$ cat config.mk
export PLATFORM = sky130hd
export DESIGN_NAME = ex_dispatch
export DESIGN_NICKNAME = d
export VERILOG_FILES = /design/src/rtl/ex_dispatch.sv
export SDC_FILE = /design/constraint.sdc
export NUM_CORES = 1
export LEC_CHECK = 0
export CORE_AREA = 5 5 42 44
export CTS_CLUSTER_SIZE = 40
export DETAILED_ROUTE_END_ITERATION = 16
export DIE_AREA = 0 0 47 49
export HOLD_SLACK_MARGIN = 0.06
export PLACE_DENSITY = 0.71
export SETUP_SLACK_MARGIN = 0.05
export SLEW_MARGIN = 10
export SYNTH_ARGS = -nofsm -noshare
export SYNTH_HDL_FRONTEND = slang
export SYNTH_SLANG_ARGS = --single-unit
$ cat constraint.sdc
create_clock -name clk -period 1.3 [get_ports clk]
set_input_delay 0.13 -clock clk [delete_from_list [all_inputs] [get_ports clk]]
set_output_delay 0.13 -clock clk [all_outputs]
set_load 0.01 [all_outputs]
$ cat src/rtl/ex_dispatch.sv
// ex_dispatch: dual-lane issue gate for ALU-ic, ALU-m and lane0 FPU units.
// Macro EX_DISPATCH_FPU_EN enables the FPU path; otherwise lane0 type 10 is illegal.
module ex_dispatch #(
  parameter int FPU_LAT = 4,
  parameter int M_LAT   = 3
) (
  input  logic       clk,
  input  logic       rst_n,
  input  logic       flush,
  input  logic       issue_valid,
  input  logic       issue_vld_0,
  input  logic       issue_vld_1,
  input  logic [1:0] issue_type_0,
  input  logic       issue_type_1,
  output logic       issue_ready,
  output logic       alu_ic_en_0,
  output logic       alu_ic_en_1,
  output logic       alu_m_en_0,
  output logic       alu_m_en_1,
  output logic       fpu_start,
  output logic       fpu_en,
  output logic       fpu_busy,
  output logic       illegal
);

  localparam logic [2:0] MLoad = 3'(M_LAT - 1);
  localparam logic [2:0] MLat  = 3'(M_LAT);
  localparam logic [2:0] FLat  = 3'(FPU_LAT);

  logic [2:0] m0Cnt;
  logic [2:0] m1Cnt;
  logic       isIc0;
  logic       isM0;
  logic       isFpu;
  logic       isIll;
  logic       isIc1;
  logic       isM1;
  logic       stall0;
  logic       stall1;
  logic       fpuStall;
  logic       accept;

  // Counters hold cycles left before the enable cycle; 0 means idle.
  function automatic logic [2:0] nextCnt(
    input logic [2:0] cnt,
    input logic       load,
    input logic [2:0] loadVal,
    input logic       clr
  );
    if (clr)
      return 3'd0;
    else if (load)
      return loadVal;
    else if (cnt != 3'd0)
      return cnt - 3'd1;
    else
      return 3'd0;
  endfunction

  always_comb begin
    isIc0 = 1'b0;
    isM0  = 1'b0;
    isFpu = 1'b0;
    isIll = 1'b0;
    if (issue_vld_0) begin
      unique case (issue_type_0)
        2'b00: isIc0 = 1'b1;
        2'b01: isM0  = 1'b1;
`ifdef EX_DISPATCH_FPU_EN
        2'b10: isFpu = 1'b1;
`else
        2'b10: isIll = 1'b1;
`endif
        default: isIll = 1'b1;
      endcase
    end
  end

  assign isIc1 = issue_vld_1 & ~issue_type_1;
  assign isM1  = issue_vld_1 & issue_type_1;

`ifdef EX_DISPATCH_FPU_EN
  logic [2:0] fCnt;
  logic       fpuHit1;
  logic       fpuHitM;

  assign fpuHit1  = (fCnt == 3'd1);
  assign fpuHitM  = (fCnt == MLat);
  assign fpuStall = isFpu & ((fpu_busy & ~fpu_en) | (m0Cnt == FLat));
`else
  logic fpuHit1;
  logic fpuHitM;

  assign fpuHit1  = 1'b0;
  assign fpuHitM  = 1'b0;
  assign fpuStall = 1'b0;
`endif

  assign stall0 = (isIc0 & ((m0Cnt == 3'd1) | fpuHit1))
                | (isM0 & ((m0Cnt != 3'd0) | fpuHitM))
                | fpuStall;
  assign stall1 = (isIc1 & (m1Cnt == 3'd1))
                | (isM1 & (m1Cnt != 3'd0));

  assign issue_ready = ~(stall0 | stall1);
  assign accept      = issue_valid & issue_ready & ~flush;

  always_ff @(posedge clk or negedge rst_n) begin
    if (!rst_n) begin
      m0Cnt       <= 3'd0;
      m1Cnt       <= 3'd0;
      alu_ic_en_0 <= 1'b0;
      alu_ic_en_1 <= 1'b0;
      alu_m_en_0  <= 1'b0;
      alu_m_en_1  <= 1'b0;
      illegal     <= 1'b0;
    end else begin
      m0Cnt       <= nextCnt(m0Cnt, accept & isM0, MLoad, flush);
      m1Cnt       <= nextCnt(m1Cnt, accept & isM1, MLoad, flush);
      alu_ic_en_0 <= accept & isIc0;
      alu_ic_en_1 <= accept & isIc1;
      alu_m_en_0  <= ~flush & (m0Cnt == 3'd1);
      alu_m_en_1  <= ~flush & (m1Cnt == 3'd1);
      illegal     <= accept & isIll;
    end
  end

`ifdef EX_DISPATCH_FPU_EN
  localparam logic [2:0] FLoad = 3'(FPU_LAT - 1);

  // Launch pulse must coincide with the accept cycle, so it is combinational.
  assign fpu_start = rst_n & accept & isFpu;

  always_ff @(posedge clk or negedge rst_n) begin
    if (!rst_n) begin
      fCnt     <= 3'd0;
      fpu_en   <= 1'b0;
      fpu_busy <= 1'b0;
    end else begin
      fCnt     <= nextCnt(fCnt, accept & isFpu, FLoad, flush);
      fpu_en   <= ~flush & fpuHit1;
      fpu_busy <= ~flush & ((accept & isFpu) | (fCnt != 3'd0));
    end
  end
`else
  assign fpu_start = 1'b0;
  assign fpu_en    = 1'b0;
  assign fpu_busy  = 1'b0;
`endif

endmodule

### Word level (Yosys, flattened, before mapping)

Index checks and enable logic that the tools add are counted.
W data, S select, Z words.

* input bits: 9
* memories kept: 0
* output and inout bits: 9
* bits in read-only memories: 0
* RAM bits: 0
* register bits: 11
* logic and storage cells: 49
* latch bits: 0

* equal/unequal tests: 3
* $mul: 0
* shift operators: 0
* bitwise logic cells: 21
* mux-type cells: 12
* div/mod/pow operators: 0
* $lt $le $gt $ge: 0
* reductions and logical operators: 4
* add/sub/neg operators: 2

Operator list (count)
* $mux W3: 6
* $and A1 B1 Y1: 15
* $eq A3 B1 Y1 const B: 2
* $mux W1: 6
* $reduce_bool A3 Y1: 2
* $sub A3 B1 Y3 const B: 2
* $not A1 Y1: 3
* $or A1 B1 Y1: 3
* $eq A2 B1 Y1 const B: 1
* $logic_not A2 Y1: 1
* $reduce_or A2 Y1: 1

### Logic depth before layout (Yosys ltp)

* depth in word-level cells: 12
* gate-level depth with buffers: 4
* depth with buffers taken out: 4

### Least setup slack after synthesis

OpenSTA, ideal clock, no wires.

* path kind: register to register
* from: register m0Cnt[2]
* to: register alu_ic_en_1
* period minus slack after synthesis: 1218 ps
* setup time: 105 ps
* arrival: 1113 ps
* required time: 1195 ps
* path buffers: 0
* cell stages (with the launch flop): 5
* path slack: 82 ps
* cell sequence: dfrtp_1 > nor2_1 > mux2i_1 > o21bai_4 > nor4b_1

* word-level cells in the longest chain between the ends: 8
* elaborated cells between the ends (all ways): 10
* classes of those cells: eq/ne (1); bitwise (8); reduce/logical (1)

RTL lines
* from (decl): line 30 `logic [2:0] m0Cnt;`
* from (signal assigned): line 118 `m0Cnt <= nextCnt(m0Cnt, accept & isM0, MLoad, flush);`
* $eq A3 B1 Y1 or $reduce_bool A3 Y1 (tied branches): line 99, 100
* $and A1 B1 Y1 (on tied branches): line 99, 100
* $or A1 B1 Y1 *: line 100 `| (isM0 & ((m0Cnt != 3'd0) | fpuHitM))`
* $or A1 B1 Y1 *: line 105 `assign issue_ready = ~(stall0 | stall1);`
* $not A1 Y1 *: line 105
* $and A1 B1 Y1 * (2 in series): line 106 `assign accept = issue_valid & issue_ready & ~flush;`
* $and A1 B1 Y1 *: line 121 `alu_ic_en_1 <= accept & isIc1;`
* to (signal assigned): line 121
* to (decl): line 17 `output logic alu_ic_en_1,`

Mark *: on every way between the ends. The rest lies on a longest branch, timed or not.

### Worst setup path in the final report

* from: register m1Cnt[1]
* to: output port issue_ready

* word-level cells in the longest chain between the ends: 5
* elaborated cells between the ends (all ways): 7
* classes of those cells: eq/ne (1); bitwise (5); reduce/logical (1)

RTL lines
* from (decl): line 31 `logic [2:0] m1Cnt;`
* from (signal assigned): line 119 `m1Cnt <= nextCnt(m1Cnt, accept & isM1, MLoad, flush);`
* $eq A3 B1 Y1 or $reduce_bool A3 Y1 (tied branches): line 102, 103
* $and A1 B1 Y1 (on tied branches): line 102, 103
* $or A1 B1 Y1 *: line 103 `| (isM1 & (m1Cnt != 3'd0));`
* $or A1 B1 Y1 *: line 105
* $not A1 Y1 *: line 105
* to (decl): line 15 `output logic issue_ready,`

Marked as above.

==> out/results.tsv <==
stage	metric	value	unit
die	IO Count	18	
power_and_ir_drop	Sw Share	24.7	%
worst_setup_path	crit end category	output pin	
hold_path	Min-Delay Path Class	in -> async	
timing	RSZ-0062 raised after global routing	true	
layout	post-route insts no fill	97	
power_and_ir_drop	Clock Power Share	34.7	%
place	DP Area	737	um^2
place	Placed Cells incl. Taps	87	
clock_tree	Longest Clk Path Bufs	2	
logic_synthesis	Synth Cell Area	498	um^2
worst_setup_path	Crit. Startpoint	m1Cnt[1]$_DFF_PN0_	
timing	final worst setup slack	-0.280	ns
logic_synthesis	syn_area_per_cell	10.8	um^2
timing	Tcrit/Tclk final	122	%
power_and_ir_drop	design internal power	0.000520	W
logic_synthesis	Seq cells post-synth	11	
drt	Post-Route WL	1340	um
clock_tree	clock-pin slew on the worst setup and hold paths	0.07	ns
clock_tree	Sinks on Clock Net	11	
grt	GR Overflow Total	0	
timing	final hold slack	0.194	ns
logic_synthesis	synth warn	0	
die	Vert. Die Dim	49	um
worst_setup_path	CP Launch Type	flop	
grt	initial antenna violation count	0	
worst_setup_path	Critical Path Fanout Max	2	
power_and_ir_drop	Power Density	818	mW/mm^2
outcome	status	finished, violations left	
die	cell row count	14	
layout	Reg area	275	um^2
clock_tree	clk root buf	clkbuf_4	
drt	Via density	4.62	
timing	Worst-Margin Slew	0.508	ns
worst_setup_path	CP required	1.17	ns
drt	TritonRoute pass-1 iters	4	
clock_tree	H-Tree Depth	1	
grt	Total GRT Usage	13.0	%
power_and_ir_drop	Sw Pwr	0.000170	W
power_and_ir_drop	Comb power frac	14.7	%
layout	share of cells above drive strength 1	40.7	%
layout	fill cell count	134	
drt	# DRC	0	
layout	area grow syn2layout	69.3	%
die	die area	0.00230	mm^2
layout	Post-layout nets	91	
logic_synthesis	Seq/Total Area, Yosys	55.3	%
clock_tree	Num CTS Buffers	3	
timing	Setup TNS	-0.488	ns
timing	final setup fails	5	
timing	skew final	0.00242	ns
grt	largest net degree at the start of global routing	12	
worst_setup_path	Reg-to-Reg Start	m1Cnt[1]$_DFF_PN0_	
power_and_ir_drop	peak supply drop	0.427	mV
flow_run	max_cap viols	0	
power_and_ir_drop	sequential power share	50.6	%
drt	1st-iter DRT viols	6	
place	routability cong.	0.721	
clock_tree	worst skew pair latency	0.27	ns
logic_synthesis	Distinct cells, synth	21	
drt	Post-DRT Antenna Nets	0	
logic_synthesis	post-synthesis cell count	46	
timing	relative slew slack	66.0	%
power_and_ir_drop	LEAKAGE	0.403	nW
grt	first-pass GRT wire length	2130	um
die	area of the core	0.00140	mm^2
layout	area of the multi-input gates	246	um^2
drt	vias	448	
timing	Period minus WS final	1.58	ns
grt	vias in the first global route	491	
worst_setup_path	WS Path Type	reg -> out	
place	HPWL Detailed	843	um
timing	final-report hold violation count	0	
die	Initial Util	35.5	%
layout	ant diodes	0	
clock_tree	CTS tree	yes	
timing	Final Max Slew Viols	0	
place	Port Buffers	14	
timing	maximum clock rate	633	MHz
die	DIE WIDTH	47	um
layout	Final Core Density	60.2	%
layout	Finished Cell Area	843	um^2
worst_setup_path	arrival time worst endpoint	1.45	ns
drt	WL/cell	13.8	um
outcome	failing checks	setup timing	
[flip-flops by register name (all words and copies together), names as in the netlist]
name,count
alu_m_en_1,1
alu_m_en_0,1
illegal,1
alu_ic_en_0,1
m0Cnt,3
m1Cnt,3
alu_ic_en_1,1
[cell families after synthesis]
family,synth area share [%]
compound gates,7.79
other cells,0.753
mux,4.02
simple gates,26.1
flops,55.3
buf+inv,6.03
[per-stage QoR]
stage | power (W) | setup WS [ns]
finish | 0.000690 | -0.280
global route | 0.000720 | -0.316
CTS | 0.000692 | -0.240
detailed placement | 0.000441 | -0.404
global placement | 0.000440 | -0.358
floorplan | 0.000390 | 0.0818
[power groups by stage]
stage / combinational (W) / clock [W] / sequential [W]
global route: 0.000110 / 0.000260 / 0.000350
global placement: 0.0000850 / 0 / 0.000355
floorplan: 0.0000323 / 0 / 0.000357
CTS: 0.0000935 / 0.000250 / 0.000349
detailed placement: 0.0000860 / 0 / 0.000355
finish: 0.000101 / 0.000240 / 0.000349
[layout make-up]
cell class | count | share of cell area [%]
inverter | 1 | 0.445
clock buffer | 4 | 3.12
multi-input combinational | 32 | 29.2
sequential | 11 | 32.6
tap | 16 | 2.37
timing repair buffer | 33 | 32.2
[path summary, 6_finish.rpt]
kind,end,slack (ns),cells past startpoint
setup / recovery,issue_ready,-0.28,5
hold / removal,alu_ic_en_0$_DFF_PN0_,0.19,1
setup reg to reg,m0Cnt[1]$_DFF_PN0_,-0.09,5
hold reg to reg,m1Cnt[0]$_DFF_PN0_,0.56,2
max in group asynchronous,alu_m_en_1$_DFF_PN0_,0.77,1
min in group clk,illegal$_DFF_PN0_,0.40,3
[synth_stat cells, drive strengths merged]
cell type	n	area (um^2)
mux2i	2	20.0
conb	1	3.75
nor3b	2	15.0
a21oi	1	5.00
nand2b	2	12.5
inv	1	3.75
nand2	5	18.8
and2	1	7.51
nor4	1	6.26
dfrtp	11	275
nor3	3	15.0
nand3	1	5.00
clkbuf	1	3.75
buf	3	22.5
o21bai	1	18.8
nor4b	3	26.3
o32ai	1	8.76
or3	1	6.26
nor2	4	17.5
a31oi	1	6.26
[per-layer routing]
| metal | GRT usage (%) | vias up | part of all wire (%) |
|---|---|---|---|
| met5 | 0 | - | 0 |
| met1 | 16.2 | 208 | 39 |
| li1 | - | 226 | - |
| met4 | 9.68 | 0 | 2.3 |
| met3 | 1.11 | 4 | 3.1 |
| met2 | 19.9 | 10 | 55 |
[repair_timing]
item | CTS | global route
gates resized for setup | 15 | 3
buffers inserted | 5 | 2
pin swaps | 4 | 4
endpoints found under the setup margin | 10 | 5
hold buffers | 0 | 0
[placed cells by master (no fill, tap or decap), types with 3 or more instances in the layout]
master	Yosys	layout
clkdlybuf4s50_1	0	8
nor3_1	3	3
conb_1	1	3
clkbuf_4	0	3
dlygate4sd2_1	0	5
nand2_1	5	5
buf_4	3	19
dfrtp_1	11	11
[worst max-delay path, stage by stage (launching register included)]
cell,delay [ns]
dfrtp_1,0.40
nor2_2,0.17
mux2i_2,0.26
o21bai_4,0.16
inv_1,0.05
buf_2,0.13
(Power assumes the default switching activity.)
